<file path="src/rtl/seq_mult_shift_add_pkg.sv">
// Shared definitions for the sequential shift-and-add multiplier:
// controller state encoding, default operand width and the iteration
// counter width helper.
package seq_mult_shift_add_pkg;

  // Default operand width; the product is twice this wide.
  localparam int DEFAULT_WIDTH = 4;

  // Controller states. The 2'b11 code is unused and recovers to IDLE.
  typedef enum logic [1:0] {
    IDLE = 2'b00,
    RUN  = 2'b01,
    DONE = 2'b10
  } state_t;

  // Bits needed for a counter that has to hold the value WIDTH itself.
  function automatic int countWidth(input int width);
    return $clog2(width + 1);
  endfunction

endpackage

</file>
<file path="src/rtl/seq_mult_shift_add_ripple_add_n.sv">
// WIDTH-bit ripple-carry adder built from a chain of full-adder cells.
// It is purely combinational. At WIDTH=4 it behaves like the classic 4-bit adder.
module ripple_add_n #(
  parameter int WIDTH = 4
) (
  input  logic [WIDTH-1:0] a,
  input  logic [WIDTH-1:0] b,
  input  logic             carryIn,
  output logic [WIDTH-1:0] sum,
  output logic             carryOut
);

  logic [WIDTH:0] carry;

  assign carry[0] = carryIn;

  genvar i;
  generate
    for (i = 0; i < WIDTH; i++) begin : gen_fa
      // One full-adder cell. The carry ripples from bit i into bit i+1.
      assign sum[i]     = a[i] ^ b[i] ^ carry[i];
      assign carry[i+1] = (a[i] & b[i]) | (carry[i] & (a[i] ^ b[i]));
    end
  endgenerate

  assign carryOut = carry[WIDTH];

endmodule

</file>
<file path="src/rtl/seq_mult_shift_add.sv">
// Multi-cycle unsigned shift-and-add multiplier. Each RUN cycle adds the
// multiplicand to the upper half when Q[0] is set. It then shifts
// {carry, acc, Q} right by one. After WIDTH iterations the product is
// {acc, Q}. Handshake: start accepted in IDLE, busy in RUN, one-cycle done.
module seq_mult_shift_add
  import seq_mult_shift_add_pkg::*;
#(
  parameter int WIDTH = DEFAULT_WIDTH
) (
  input  logic               clk,
  input  logic               rst_n,
  input  logic               start,
  input  logic [WIDTH-1:0]   multiplicand,
  input  logic [WIDTH-1:0]   multiplier,
  output logic               busy,
  output logic               done,
  output logic [2*WIDTH-1:0] product
);

  localparam int CW = countWidth(WIDTH);

  state_t state;
  state_t nextState;

  logic [WIDTH-1:0] m;
  logic [WIDTH-1:0] acc;
  logic [WIDTH-1:0] q;
  logic [CW-1:0]    count;

  logic [WIDTH-1:0] addB;
  logic [WIDTH-1:0] addSum;
  logic             addCarry;

  // The partial product is either the multiplicand or zero, chosen by the current multiplier LSB.
  always_comb begin
    addB = '0;
    if (q[0]) addB = m;
  end

  ripple_add_n #(.WIDTH(WIDTH)) u_adder (
    .a        (acc),
    .b        (addB),
    .carryIn  (1'b0),
    .sum      (addSum),
    .carryOut (addCarry)
  );

  // State register: the asynchronous reset aborts any operation in flight.
  always_ff @(posedge clk or negedge rst_n) begin
    if (!rst_n) state <= IDLE;
    else        state <= nextState;
  end

  // Next-state logic: leave RUN on the last iteration, and send any unknown code back to IDLE.
  always_comb begin
    nextState = IDLE;
    case (state)
      IDLE:    nextState = start ? RUN : IDLE;
      RUN:     nextState = (count == CW'(1)) ? DONE : RUN;
      DONE:    nextState = IDLE;
      default: nextState = IDLE;
    endcase
  end

  // Outputs are decoded from the state, so the unused code drives both low.
  always_comb begin
    busy = 1'b0;
    done = 1'b0;
    case (state)
      RUN:     busy = 1'b1;
      DONE:    done = 1'b1;
      default: ;
    endcase
  end

  // Datapath: load operands on accept, then do one add/shift per RUN cycle, and capture the product on the final shift.
  always_ff @(posedge clk or negedge rst_n) begin
    if (!rst_n) begin
      m       <= '0;
      acc     <= '0;
      q       <= '0;
      count   <= '0;
      product <= '0;
    end else begin
      case (state)
        IDLE: begin
          if (start) begin
            m     <= multiplicand;
            q     <= multiplier;
            acc   <= '0;
            count <= CW'(WIDTH);
          end
        end
        RUN: begin
          acc   <= {addCarry, addSum[WIDTH-1:1]};
          q     <= {addSum[0], q[WIDTH-1:1]};
          count <= count - CW'(1);
          if (count == CW'(1)) begin
            product <= {addCarry, addSum, q[WIDTH-1:1]};
          end
        end
        default: ;
      endcase
    end
  end

endmodule

</file>
<file path="config.mk">
export PLATFORM = sky130hd
export DESIGN_NAME = seq_mult_shift_add
export DESIGN_NICKNAME = d
export VERILOG_FILES = /design/src/rtl/seq_mult_shift_add_pkg.sv /design/src/rtl/seq_mult_shift_add_ripple_add_n.sv /design/src/rtl/seq_mult_shift_add.sv
export SDC_FILE = /design/constraint.sdc
export NUM_CORES = 1
export LEC_CHECK = 0
export BUFFER_PORTS_ARGS = -buffer_cell sky130_fd_sc_hd__buf_2
export CAP_MARGIN = 20
export CORE_UTILIZATION = 48
export CTS_CLUSTER_SIZE = 14
export DETAILED_ROUTE_END_ITERATION = 10
export PLACE_DENSITY = 0.76
export SLEW_MARGIN = 10
export SYNTH_ARGS = -nofsm -noshare
export SYNTH_HDL_FRONTEND = slang
export SYNTH_SLANG_ARGS = --single-unit
</file>
<file path="constraint.sdc">
create_clock -name clk -period 2.2 [get_ports clk]
set_clock_uncertainty 0.15 [all_clocks]
set_input_delay 0.22 -clock clk [delete_from_list [all_inputs] [get_ports clk]]
set_output_delay 0.22 -clock clk [all_outputs]
set_load 0.05 [all_outputs]
</file>
==> results list, run 1 <==
- The flow ran to the end, and the final reports show no timing, DRC or antenna violations.
- WS Path Type: reg -> reg
* I/O pin count: 21
- After detailed routing, the number of remaining DRC violations is 0.
- From bottom edge to top edge, the die measures 51.3 um.
- All-Layer GR Usage: 19.2%
- In this run the power density over the cells is 1610 mW/mm^2.
- Slew @ Worst Pin: 0.548 ns
* Starting utilization of the core area: 51.8%
- Final hold violations: 0
- In the final layout, the share of cells above drive strength 1 is 35.7%.
- The die is 51.3 um wide.
* Cells taking the most area after synthesis: dfrtp_1 54%, mux2_2 5.8%, fa_1 5.1%
- Of all nets on the critical path, the largest fanout is 2.
- Internal Pwr Total: 1.25 mW
- Share of the synthesized area in the top cell type: 53.5%
- Count of distinct cell types in the synthesized netlist: 25
- Setup repair after global routing could not meet its margin everywhere.
* Peak supply drop: 0.00103 V
- Avg Inst Size Synth: 12.2 sq um
- Arrival time of data at the critical path endpoint: 2.20 ns
* Clock Path Buffers: 2
* R2R setup slack: 0.06 ns
- Once detail routing completed, the nets flagged for antenna violations numbered 0.
- Number of port buffers: 20
- Number of optimization iterations in the first detailed-route pass: 4
- The commonest cells after synthesis are 25 x dfrtp_1, 10 x nand2_1, 9 x inv_1, 9 x o21ai_0, 6 x mux2_2.
- Based on the critical path, the design can be clocked at up to 0.467 GHz.
- Leakage power summed over all cells: 0.652 nW
- Met3 wire length: 103 um
- CTS built an H-tree with a depth of 1.
- The worst register-to-register path has a depth of 7.
- Synthesis produced a netlist whose cell count is 96.
* Net total in the final layout: 144
- Part of the cycle the worst path needs: 97.3%
- For the worst-skew pair, the clock arrives at the later sink with an insertion delay of 0.32 ns.
* Min cycle time layout: 2.14 ns
- Sink count of the clock tree: 25
- Counting instances, the worst hold path has a depth of 3.
- WL per Instance: 13.8 um
- Relative slew slack: 63.5%
- Proportion of power drawn by flip-flops and latches: 37.9%
- Overflow after GRT: 0
* Area added between synthesis and finish: 20.3%
- STA classifies the critical path startpoint as a register.
- The final count of pins violating max slew came to 0.
* Yosys warns: 0
* Cell Rows: 17
- 0 antenna diodes ended up in the layout.
* DR top layer: met4
* Detail-routed via count per cell: 5.34
- The path class of the tightest hold or removal check is in -> reg.
- Number of max-cap violations: 0
- Worst Slack Setup Final: 0.0589 ns
* Async SR Flop Fraction: 100%
- Area enclosed by the die boundary: 0.00264 sq mm
- At the worst endpoint, the required time is 2.26 ns.
- Setup TNS after final layout: 0 ns
- STA classifies the critical path endpoint as a register.
- Routability-driven placement finished with a final weighted congestion of 0.771.
- Reg2reg start: q[0]
* Synth Flop Type: dfrtp_1
* Seq cells post-synth: 25
* Total of endpoints with negative setup slack in the final report: 0
* Sequential element share of the synthesized area: 53.5%
* Starting DRC count in detailed routing: 19
- The worst hold path begins at multiplier[3].
- Met1 wire length: 935 um
* Root buffer cell: clkbuf_4
* Pin count of the biggest net entering global routing: 26
- Pre-CTS setup slack: -0.0227 ns
* Library cell occupying the most area in the post-synthesis netlist: dfrtp_1
- In this run the cell area of the synthesized design comes to 0.00117 sq mm.
* Fraction of power spent switching nets: 44.6%
* Routed length on met2: 1.07 mm
- In this run the critical register-to-register path is captured at acc[2].
- The routed layout has 823 vias.
- After legalization and detailed placement, the total HPWL measured 1.54 mm.
* Portion of total power attributed to combinational logic: 53.3%
- Number of antenna violations at the first check in global routing: 0
- Routed Wire Length: 2.13 mm
- First-pass GRT wire length: 3.62 mm
* Vias in the first global route: 834
* Floorplan Core Area: 0.00225 sq mm
- The clock network accounts for 8.9% of the total power.
* Most numerous cell in the Yosys netlist: dfrtp_1
* CTS tree: built
- For hold timing, the worst endpoint is q[3].
- After clock tree synthesis, the clock-pin slew on the worst setup and hold paths is 0.13 ns.
- Summed over all nets, the switching power comes to 1.01 mW.
- Number of buffers added by the clock tree synthesis step: 3
- Number of synthesized flops with an enable pin: 0
* Net Count, Synth: 113
==> through the flow <==
| step | instances | hold WS [ns] | area [sq um] | power (mW) | utilization, % |
|---|---|---|---|---|---|
| after floorplan | 96 | -0.226 | 1170 | 1.71 | - |
| after global placement | 143 | 0.0800 | 1290 | 1.94 | 57.4 |
| after detailed placement | 143 | 0.0914 | 1290 | 2.00 | 57.4 |
| after CTS | 153 | 0.0149 | 1380 | 2.22 | 61.2 |
| after global routing | 154 | 0.00589 | 1410 | 2.44 | 62.4 |
| final | 154 | 0.0236 | 1410 | 2.26 | 62.4 |
==> cell type report <==
type,count,area (sq um)
fillers,211,848
flip-flops and latches,25,626
multi-input cells,59,505
repair buffers,29,180
well taps,28,35.0
inverters,9,33.8
clock buffers,4,26.3
==> metal layers <==
layer / GRT usage [%] / vias up
li1: - / 392
met1: 22.8 / 409
met2: 32.7 / 20
met3: 6.85 / 2
met4: 5.41 / 0
met5: 0 / -
==> cell families (layout without fill, tap and decap cells) <==
kind of cell	count (synthesis)	after routing	synth area share (%)
DFF	25	25	53.5
AOI/OAI and AO/OA	21	21	11.9
buffers and inverters	12	42	4.92
and+or+nand+nor	23	23	11.7
muxes	9	9	9.64
adders and majority gates	6	6	8.35
==> critical path: stages, from the launching register on <==
cell and delay [ns]:
dfrtp_1 0.37, and2_4 0.15, ha_4 0.12, fa_2 0.19, inv_2 0.04, fa_2 0.38
fa_1 0.56, o21ai_1 0.07
==> power by group through the flow <==
stage / sequential (mW) / combinational [mW] / clock (mW)
global placement: 0.853 / 1.09 / 0
global route: 0.883 / 1.33 / 0.230
finish: 0.857 / 1.21 / 0.201
CTS: 0.851 / 1.16 / 0.209
detailed placement: 0.868 / 1.13 / 0
floorplan: 1.06 / 0.652 / 0
==> registers in the layout, indices dropped and copies added (netlist names) <==
register	cells
state	2
product	8
q	4
acc	4
m	4
count	3
==> placed cells by master (no fill, tap or decap), types with 3 or more instances in the layout <==
| master | Yosys | routed |
|---|---|---|
| o32ai_1 | 4 | 4 |
| o21ai_0 | 9 | 6 |
| o21ai_1 | 0 | 3 |
| dlygate4sd3_1 | 0 | 5 |
| inv_1 | 9 | 8 |
| mux2_4 | 3 | 3 |
| nand2_1 | 10 | 10 |
| clkbuf_4 | 0 | 3 |
| dfrtp_1 | 25 | 25 |
| buf_4 | 1 | 4 |
| nor2_1 | 5 | 5 |
| mux2_2 | 6 | 6 |
| o22ai_1 | 4 | 4 |
| buf_2 | 1 | 20 |
==> repair_timing <==
action                                  CTS  global route
pin swaps                                 0             6
hold buffers                              5             0
hold endpoints to repair                 29             0
setup buffers                             1             1
endpoints found under the setup margin    2             2
resized for setup                         0             9
==> worst max-delay path by stage <==
stage	from	endpoint	cells past startpoint	slack, ns
2_1_floorplan	q[0]	acc[2]	7	0.12
3_3_place_gp	q[0]	product[6]	7	0.09
3_5_place_dp	q[0]	acc[2]	7	-0.02
4_1_cts	m[0]	acc[2]	7	0.001
5_1_grt	m[0]	product[6]	7	-0.03
6_report	q[0]	acc[2]	7	0.06
(Power assumes the default switching activity.)
==> inputs of run 2 (changes only) <==
--- a/config.mk
+++ b/config.mk
@@ -5,12 +5,13 @@
 export SDC_FILE = /design/constraint.sdc
 export NUM_CORES = 1
 export LEC_CHECK = 0
-export BUFFER_PORTS_ARGS = -buffer_cell sky130_fd_sc_hd__buf_2
+export ABC_AREA = 1
+export BUFFER_PORTS_ARGS = -buffer_cell sky130_fd_sc_hd__clkbuf_2
 export CAP_MARGIN = 20
-export CORE_UTILIZATION = 48
+export CORE_UTILIZATION = 49
 export CTS_CLUSTER_SIZE = 14
 export DETAILED_ROUTE_END_ITERATION = 10
-export PLACE_DENSITY = 0.76
+export PLACE_DENSITY = 0.77
 export SLEW_MARGIN = 10
 export SYNTH_ARGS = -nofsm -noshare
 export SYNTH_HDL_FRONTEND = slang
==> results list, run 2 <==
- Number of buffers added by the clock tree synthesis step: 3 (unchanged)
- The arrival time of data at the critical path endpoint came to 2.26 ns (+0.06 ns).
- Detailed-route DRC error count: 0 (unchanged)
* Instance count along the most critical hold path: 3 (unchanged)
- Simple logic cell fraction of the synthesized area: 29.5% (+18 points)
- Biggest register: product
- Avg Inst Size Synth: 8.43 sq um (-31%)
- The peak per-stage delay on the critical path came to 0.43 ns (-0.13 ns).
- The count of endpoints failing hold in the final timing report was 0 (unchanged).
- The number of global-route vias before repair was 940 (+13%).
- The number of storage elements in the synthesis netlist was 25 (unchanged).
- The number of max-cap violations was 0 (unchanged).
- The proportion of power drawn by combinational gates was 50.7% (-2.6 points).
- Net total in the final layout: 189 (+31%)
- The layout filler cell count was 202 (-4.3%).
* CTS tree: built
- Critical path buffers and inverters: 3 (+2)
* All-Layer GR Usage: 19.9% (+0.69 points)
- The total vias in the final route came to 975 (+18%).
- Critical-path cell list: nand2_1 > inv_1 > ha_1 > fa_2 > inv_2 > fa_2 > fa_1 > inv_1 > nand2_1 > o21ai_1
- Setup TNS after final layout: 0 ns (unchanged)
* Pin count of the biggest net entering global routing: 26 (unchanged)
* I/O pin count: 21 (unchanged)
- Overflow after GRT: 0 (unchanged)
- Number of H-tree levels: 1 (unchanged)
* Net Count, Synth: 160 (+42%)
* Main combinational cell family by area after synthesis: simple AND/OR/NAND/NOR gates
- Total of endpoints with negative setup slack in the final report: 0 (unchanged)
- The clock network fraction of total power came to 10.0% (+1.1 points).
- Routed Wire Length: 2.20 mm (+3.6%)
- The final count of pins violating max slew came to 0 (unchanged).
* Final design instance area without fill: 0.00142 sq mm (+0.62%)
- The yosys synthesis warning count is 0 (unchanged).
* Top library cells by usage in the layout, fill and taps aside: 54 x nand2_1, 25 x dfrtp_1, 21 x inv_1, 21 x nand3_1, 20 x clkbuf_2
- Async SR Flop Fraction: 100% (unchanged)
- Parity-gate share of the synthesized area counting xor and xnor cells: 0% (unchanged)
- Number of optimization iterations in the first detailed-route pass: 4 (unchanged)
- Area enclosed by the die boundary: 0.00266 sq mm (+1.1%)
- Final core utilization: 62.2% (-0.20 points)
* Horizontal die dimension: 51.6 um (+0.54%)
* Met1 wire length: 1.01 mm (+8.4%)
- The area of the mapped netlist was 0.00121 sq mm (+3.2%).
* Min cycle time layout: 2.16 ns (+0.0204 ns)
- Synth Flop Type: dfrtp_1
- The tree is rooted in a clkbuf_4.
- The floorplan row count was 17 (unchanged).
- Clock Path Buffers: 2 (unchanged)
* Fraction of power spent switching nets: 49.4% (+4.7 points)
- Area added between synthesis and finish: 17.3%
- Adder-cell share of the synthesized area: 8.09% (-0.26 points)
- Cell total after placement: 190 (+33%)
* Proportion of power drawn by flip-flops and latches: 39.3% (+1.4 points)
- Most common cell after layout, fill and taps aside: nand2_1
* Floorplan die height: 51.6 um (+0.54%)
- STA classifies the critical path endpoint as a register.
- The worst hold path belongs to the class in -> reg.
- The largest individual stage delay along the critical path comes from the cell dfrtp_1.
- Sorting the synthesized cells by area gives the leading types as dfrtp_1 52%, nand2_1 17%, nand3_1 8.7%.
* Most numerous cell in the Yosys netlist: nand2_1
- Met3 wire length: 97 um (-5.8%)
- The post-placement worst setup slack is 0.0417 ns (+0.0644 ns).
- The sequential share of the synthesized area is 51.9% (-1.7 points).
- The largest voltage drop on the vdd net came to 0.000903 V (-12%).
- The filler-free cell count of the finished design was 199 (+29%).
* Cell count after synthesis: 143 (+49%)
- The total inserted antenna cells was 0 (unchanged).
* FF+latch area: 626 sq um (unchanged)
- First-pass GRT wire length: 3.85 mm (+6.5%)
* Library cell occupying the most area in the post-synthesis netlist: dfrtp_1
* Sink count of the clock tree: 25 (unchanged)
* Worst Setup Start Kind: register
* Number of synthesized flops with an enable pin: 0 (unchanged)
* Pwr per Cell Area: 1420 mW/mm^2 (-11%)
- Placed inst area: 0.00133 sq mm (+3.0%)
- Maximum net fanout on the critical path: 5 (+3)
- The achievable frequency was 0.463 GHz (-0.95%).
- Routed length on met2: 1.05 mm (-2.7%)
- The flow ran to the end, and the final reports show no timing, DRC or antenna violations.
- Number of antenna violations at the first check in global routing: 0 (unchanged)
* Starting DRC count in detailed routing: 20 (+1)
* Starting utilization of the core area: 53.0% (+1.2 points)
* Post-detailed-route count of antenna-violating nets: 0 (unchanged)
- Most instantiated cells after synthesis: 54 x nand2_1, 25 x dfrtp_1, 22 x inv_1
- Clock Pin Slew Worst Setup and Hold Paths: 0.12 ns (about the same)
* Later-pin clock latency in the skew report: 0.32 ns (about the same)
- The critical path is of the reg -> reg type.
- Leakage power summed over all cells: 0.816 nW (+25%)
* Psw: 996 uW (-1.5%)
- WL per Instance: 11.1 um (-20%)
- Detail-routed via count per cell: 4.90 (-8.3%)
* Depth of the critical timing path with buffers and inverters included: 10 (+3)
- RSZ-0062 raised after global routing: true
- Multi-input combinational cell area: 488 sq um (-3.5%)
- The detailed router used layers up to and including met4.
* Relative slew slack: 60.6% (-2.8 points)
- Placer's final routability congestion estimate: 0.836 (+8.4%)
- The post-synthesis mux area share was 0% (-9.6 points).
* Part of the cycle the worst path needs: 98.3% (+0.93 points)
- Count of distinct cell types in the synthesized netlist: 14 (-44%)
- Area fraction in compound gates after synthesis: 2.49% (-9.4 points)
- Grouping stages by cell kind, the critical path spends the most delay in adder cells.
* Post-detail-place hpwl: 1.62 mm (+5.4%)
- The required time at the worst-slack endpoint is 2.30 ns (+0.04 ns).
- The cell depth of the worst flop-to-flop path is 10 (+3).
* Internal Pwr Total: 1.02 mW (-19%)
- Number of flip-flops under the largest register name: 8 (unchanged)
- The placeable core area came to 0.00228 sq mm (+0.94%).
- The post-CTS setup buffer count was 0 (-1).
- Worst Slack Setup Final: 0.0384 ns (-0.0204 ns)
- The pin slew with the least headroom to its limit is 0.591 ns (+0.0427 ns).
- The number of buffers inserted by port buffering was 20 (unchanged).
- Ratio of cells with drive above 1 in the final layout: 18.7% (-17 points)
* Share of the synthesized area in the top cell type: 51.9% (-1.7 points)
run 2: cell types whose count changed in the layout (fill, tap and decap cells not counted), sizes merged, moves of 4 or more:
| cell | delta |
|---|---|
| mux2 | -9 |
| clkbuf | +20 |
| buf | -24 |
| inv | +15 |
| o22ai | -4 |
| nand2 | +47 |
| nand3 | +21 |
| o32ai | -4 |
run 2: final timing paths:
path,start,slack (ns),to
max in group asynchronous,rst_n,1.26,count[1]
setup reg to reg,q[0],0.04,acc[2]
min in group asynchronous,rst_n,0.27,product[4]
setup / recovery,q[0],0.04,acc[2]
hold / removal,multiplier[3],0.02,q[3]
hold reg to reg,product[4],0.34,product[4]
run 2: timing repair:
item | CTS | global route
setup endpoints to repair | 0 | 3
hold buffers | 5 | 0
hold endpoints to repair | 29 | 0
resized for setup | 0 | 4
run 2: cells by family after synthesis:
group | after synthesis
compound gates | 6
flops | 25
buf+inv | 25
simple gates | 81
fa+ha+maj | 6
run 2: metrics by stage:
step	hold WS [ns]	power, mW
2_1_floorplan	-0.226	1.58
3_3_place_gp	0.100	1.76
3_5_place_dp	0.107	1.81
4_1_cts	0.0106	2.02
5_1_grt	0.0208	2.19
6_report	0.0181	2.02
run 2: tightest hold or removal path: stages:
cell      delay (ns)
clkbuf_2        0.08
nand3_1         0.08
nand3_1         0.07
run 2: power groups by stage:
stage          combinational, mW  clock [mW]  sequential, mW
6_report                    1.02       0.201           0.793
5_1_grt                     1.14       0.232           0.813
4_1_cts                     1.02       0.209           0.792
3_5_place_dp                1.01           0           0.802
3_3_place_gp               0.976           0           0.786
2_1_floorplan              0.604           0           0.974
run 2: per-layer routing:
metal	up-vias	GRT usage [%]
li1	492	-
met1	452	25.3
met2	26	33.3
met3	5	2.63
met4	0	9.46
met5	-	0
run 2: final cells by class:
cell class | instances | area share, %
clock buffer | 4 | 1.86
inverter | 24 | 6.37
multi-input combinational | 93 | 34.5
sequential | 25 | 44.2
tap | 28 | 2.48
timing repair buffer | 25 | 10.6
==> inputs of run 3 (changes only) <==
--- a/config.mk
+++ b/config.mk
@@ -15,4 +15,5 @@
 export SLEW_MARGIN = 10
 export SYNTH_ARGS = -nofsm -noshare
 export SYNTH_HDL_FRONTEND = slang
+export SYNTH_HIERARCHICAL = 1
 export SYNTH_SLANG_ARGS = --single-unit
==> results list, run 3 <==
- The pin slew with the least headroom to its limit is 0.619 ns (+0.0283 ns).
* Starting DRC count in detailed routing: 18 (-10%)
- The overall die area came to 0.00276 sq mm (+3.8%).
- Arrival time of data at the critical path endpoint: 2.44 ns (+0.18 ns)
- Share of the synthesized area in the top cell type: 49.9% (-2.0 points)
- Min cycle time layout: 2.33 ns (+0.167 ns)
* WS Path Type: reg -> reg
- The clock slew seen by the registers of the worst setup and hold paths came to 0.13 ns (about the same).
- Peak supply drop: 0.000839 V (-7.1%)
* Pins over their slew limit: 0 (unchanged)
* Req. time, crit path: 2.32 ns (+0.02 ns)
* Fill cell instance count of the final layout: 208 (+3.0%)
- Avg Inst Size Synth: 8.47 sq um (+0.43%)
- The switching fraction of total power was 49.1% (-0.30 points).
- Detail-routed via count per cell: 4.85 (-1.1%)
- I/O pin count: 21 (unchanged)
- Post-detailed-route count of antenna-violating nets: 0 (unchanged)
* Starting utilization of the core area: 54.1% (+1.1 points)
* Cell Count, Final, Fillers Out: 209 (+5.0%)
* WL per Instance: 11.8 um (+6.4%)
- Overflow after GRT: 0 (unchanged)
* Floorplan Core Area: 0.00232 sq mm (+1.9%)
* Total Power Consumption: 2.16 mW (+7.2%)
- Multi-input combinational cell area: 533 sq um (+9.2%)
- The TritonCTS buffer count came to 3 (unchanged).
* Diode count: 0 (unchanged)
- Relative slew slack: 58.7% (-1.9 points)
- The worst setup path is captured at a register.
- The height of the die is 52.6 um (+1.9%).
- Leaving out fill and tap cells, the most frequent cell in the layout is nand2_1.
- Leakage power summed over all cells: 0.874 nW (+7.2%)
- Psw: 1.06 mW (+6.5%)
- Ranked by instance count, the synthesized netlist is headed by 72 x nand2_1, 25 x dfrtp_1, 17 x inv_1.
* FF+latch area: 626 sq um (unchanged)
- Net total in the final layout: 199 (+5.3%)
- Sequential element share of the synthesized area: 49.9% (-2.0 points)
- Library cell occupying the most area in the post-synthesis netlist: dfrtp_1
- Cell total after placement: 197 (+3.7%)
- The residual DRC count was 0 (unchanged).
- The HPWL after detailed placement is 1.74 mm (+7.4%).
- Hold/Removal Path Class: in -> reg
* Root buffer cell: clkbuf_4
- Maximum net fanout on the critical path: 2 (-3)
- The total vias in the final route came to 1013 (+3.9%).
- Among all cell types in the netlist, the one instantiated most often is nand2_1.
- The total iterations of the first detailed-routing run came to 6 (+2).
* CTS tree: built
- The maximum level of the CTS H-tree came to 1 (unchanged).
- The wire length reported by the detailed router came to 2.46 mm (+12%).
- First-pass GRT wire length: 4.02 mm (+4.5%)
- The overall fraction of global-route tracks in use is 20.8% (+0.88 points).
- The floorplan row count is 17 (unchanged).
- Proportion of power drawn by flip-flops and latches: 37.5% (-1.8 points)
* Sink count of the clock tree: 25 (unchanged)
- Vias in the first global route: 1001 (+6.5%)
- The proportion of power drawn by combinational gates came to 53.1% (+2.4 points).
- Pin count of the biggest net entering global routing: 26 (unchanged)
- Biggest register: product
- The number of failing setup endpoints in the final timing report came to 2 (+2).
* Clock Path Buffers: 2 (unchanged)
- The flip-flop count of the largest register after layout came to 8 (unchanged).
- Part of the cycle the worst path needs: 106% (+7.6 points)
- RSZ-0062 raised after global routing: true
* Cells taking the most area after synthesis: dfrtp_1 50%, nand2_1 22%, fa_1 6.4%
- Number of max-cap violations: 0 (unchanged)
- Net Count, Synth: 165 (+3.1%)
- The yosys synthesis warning count was 6 (+6).
- The final reports fail on negative setup slack.
- STA classifies the critical path startpoint as a register.
* Number of antenna violations at the first check in global routing: 0 (unchanged)
- Count of distinct cell types in the synthesized netlist: 19 (+5)
- Area added between synthesis and finish: 19.6%
- Number of port buffers: 20 (unchanged)
- Number of synthesized flops with an enable pin: 0 (unchanged)
* Worst Slack Setup Final: -0.128 ns (-0.167 ns)
* Run status: complete, but fails checks
- The most used flip-flop cell after synthesis is dfrtp_1.
- Final hold violations: 0 (unchanged)
- The area of the mapped netlist came to 0.00125 sq mm (+3.9%).
- Seq cells post-synth: 25 (unchanged)
- Later-pin clock latency in the skew report: 0.32 ns (about the same)
- Placer's final routability congestion estimate: 0.813 (-2.7%)
* Async SR Flop Fraction: 100% (unchanged)
* Fmax: 0.429 GHz (-7.2%)
* Cell count after synthesis: 148 (+3.5%)
- The clock network fraction of total power came to 9.4% (-0.6 points).
- The fraction of final layout cells with drive strength greater than 1 is 26.0% (+7.3 points).
- In the layout the commonest cells are 72 x nand2_1, 25 x dfrtp_1, 20 x clkbuf_2, 12 x inv_1, 11 x nand3_1.
* Internal Pwr Total: 1.10 mW (+7.8%)
- The areal power density over the cells is 1440 mW/mm^2 (+1.2%).
* Horizontal die dimension: 52.6 um (+1.9%)
==> run 3: cell count changes in the layout (fill, tap and decap cells not counted), moves of 2 or more <==
cell,change
buf_4,+6
inv_2,+4
o21ai_0,-3
inv_4,+2
inv_1,-9
nand2_1,+18
nand3_1,-10
==> run 3: logic make-up (layout without fill, tap and decap cells) <==
kind of cell	count (synthesis)	in the layout	share of synthesized area (%)
compound gates	4	4	1.90
simple gates	89	89	31.3
buf+inv	23	56	8.18
flops	25	25	49.9
other cells	1	1	0.299
fa+ha+maj	6	6	8.38
==> run 3: worst max-delay path: stages (launching register included) <==
cell and delay, ns:
dfrtp_1 0.42, nand2_1 0.08, inv_2 0.04, fa_2 0.33, inv_2 0.06, fa_2 0.18, inv_2 0.04, fa_2 0.33
inv_2 0.06, fa_1 0.40, inv_1 0.09, nand2_1 0.05, nand2_1 0.06
==> run 3: final timing paths <==
path | startpoint | end | slack, ns | cells after the start
min reg2reg | product[2] | product[2] | 0.34 | 2
max reg2reg | m[0] | product[6] | -0.13 | 12
min in group asynchronous | rst_n | product[0] | 0.28 | 2
min | multiplier[2] | q[2] | 0.04 | 5
max | m[0] | product[6] | -0.13 | 12
max in group asynchronous | rst_n | acc[3] | 1.22 | 2
==> run 3: area by class of cell <==
type,instances,share of cell area [%]
sequential,25,41.7
clock buffer,4,1.75
tap,28,2.34
inverter,21,5.59
multi-input combinational,100,35.6
timing repair buffer,31,13.0
==> run 3: through the flow <==
step	worst slack [ns]	setup TNS (ns)	area [sq um]	hold slack (ns)	utilization (%)
6_report	-0.128	-0.255	1500	0.0424	64.7
5_1_grt	-0.236	-0.489	1500	0.0392	64.7
4_1_cts	-0.108	-0.212	1480	0.0320	64.0
3_5_place_dp	-0.107	-0.212	1400	0.115	60.4
3_3_place_gp	-0.0375	-0.0673	1400	0.104	60.4
2_1_floorplan	0.00186	0	1260	-0.226	-
==> run 3: power by group through the flow <==
| stage | logic (mW) | registers (mW) | clock network (mW) |
|---|---|---|---|
| finish | 1.15 | 0.811 | 0.204 |
| global route | 1.28 | 0.835 | 0.223 |
| CTS | 1.13 | 0.808 | 0.209 |
| detailed placement | 1.10 | 0.819 | 0 |
| global placement | 1.06 | 0.804 | 0 |
| floorplan | 0.696 | 0.963 | 0 |
==> run 3: layer usage <==
metal | vias to the layer above | share of wire [%] | global-route usage (%)
li1 | 506 | - | -
met2 | 25 | 51 | 36.1
met5 | - | 0 | 0
met3 | 8 | 3.0 | 2.90
met1 | 474 | 44 | 24.9
met4 | 0 | 2.2 | 10.1
==> run 3: timing repair <==
action                                  4_1_cts  5_1_grt
hold buffers                                  5        0
resized for setup                             2        2
endpoints found under the setup margin        2        3
pin swaps                                     1        1
buffers inserted                              1        2
hold endpoints to repair                     29        0
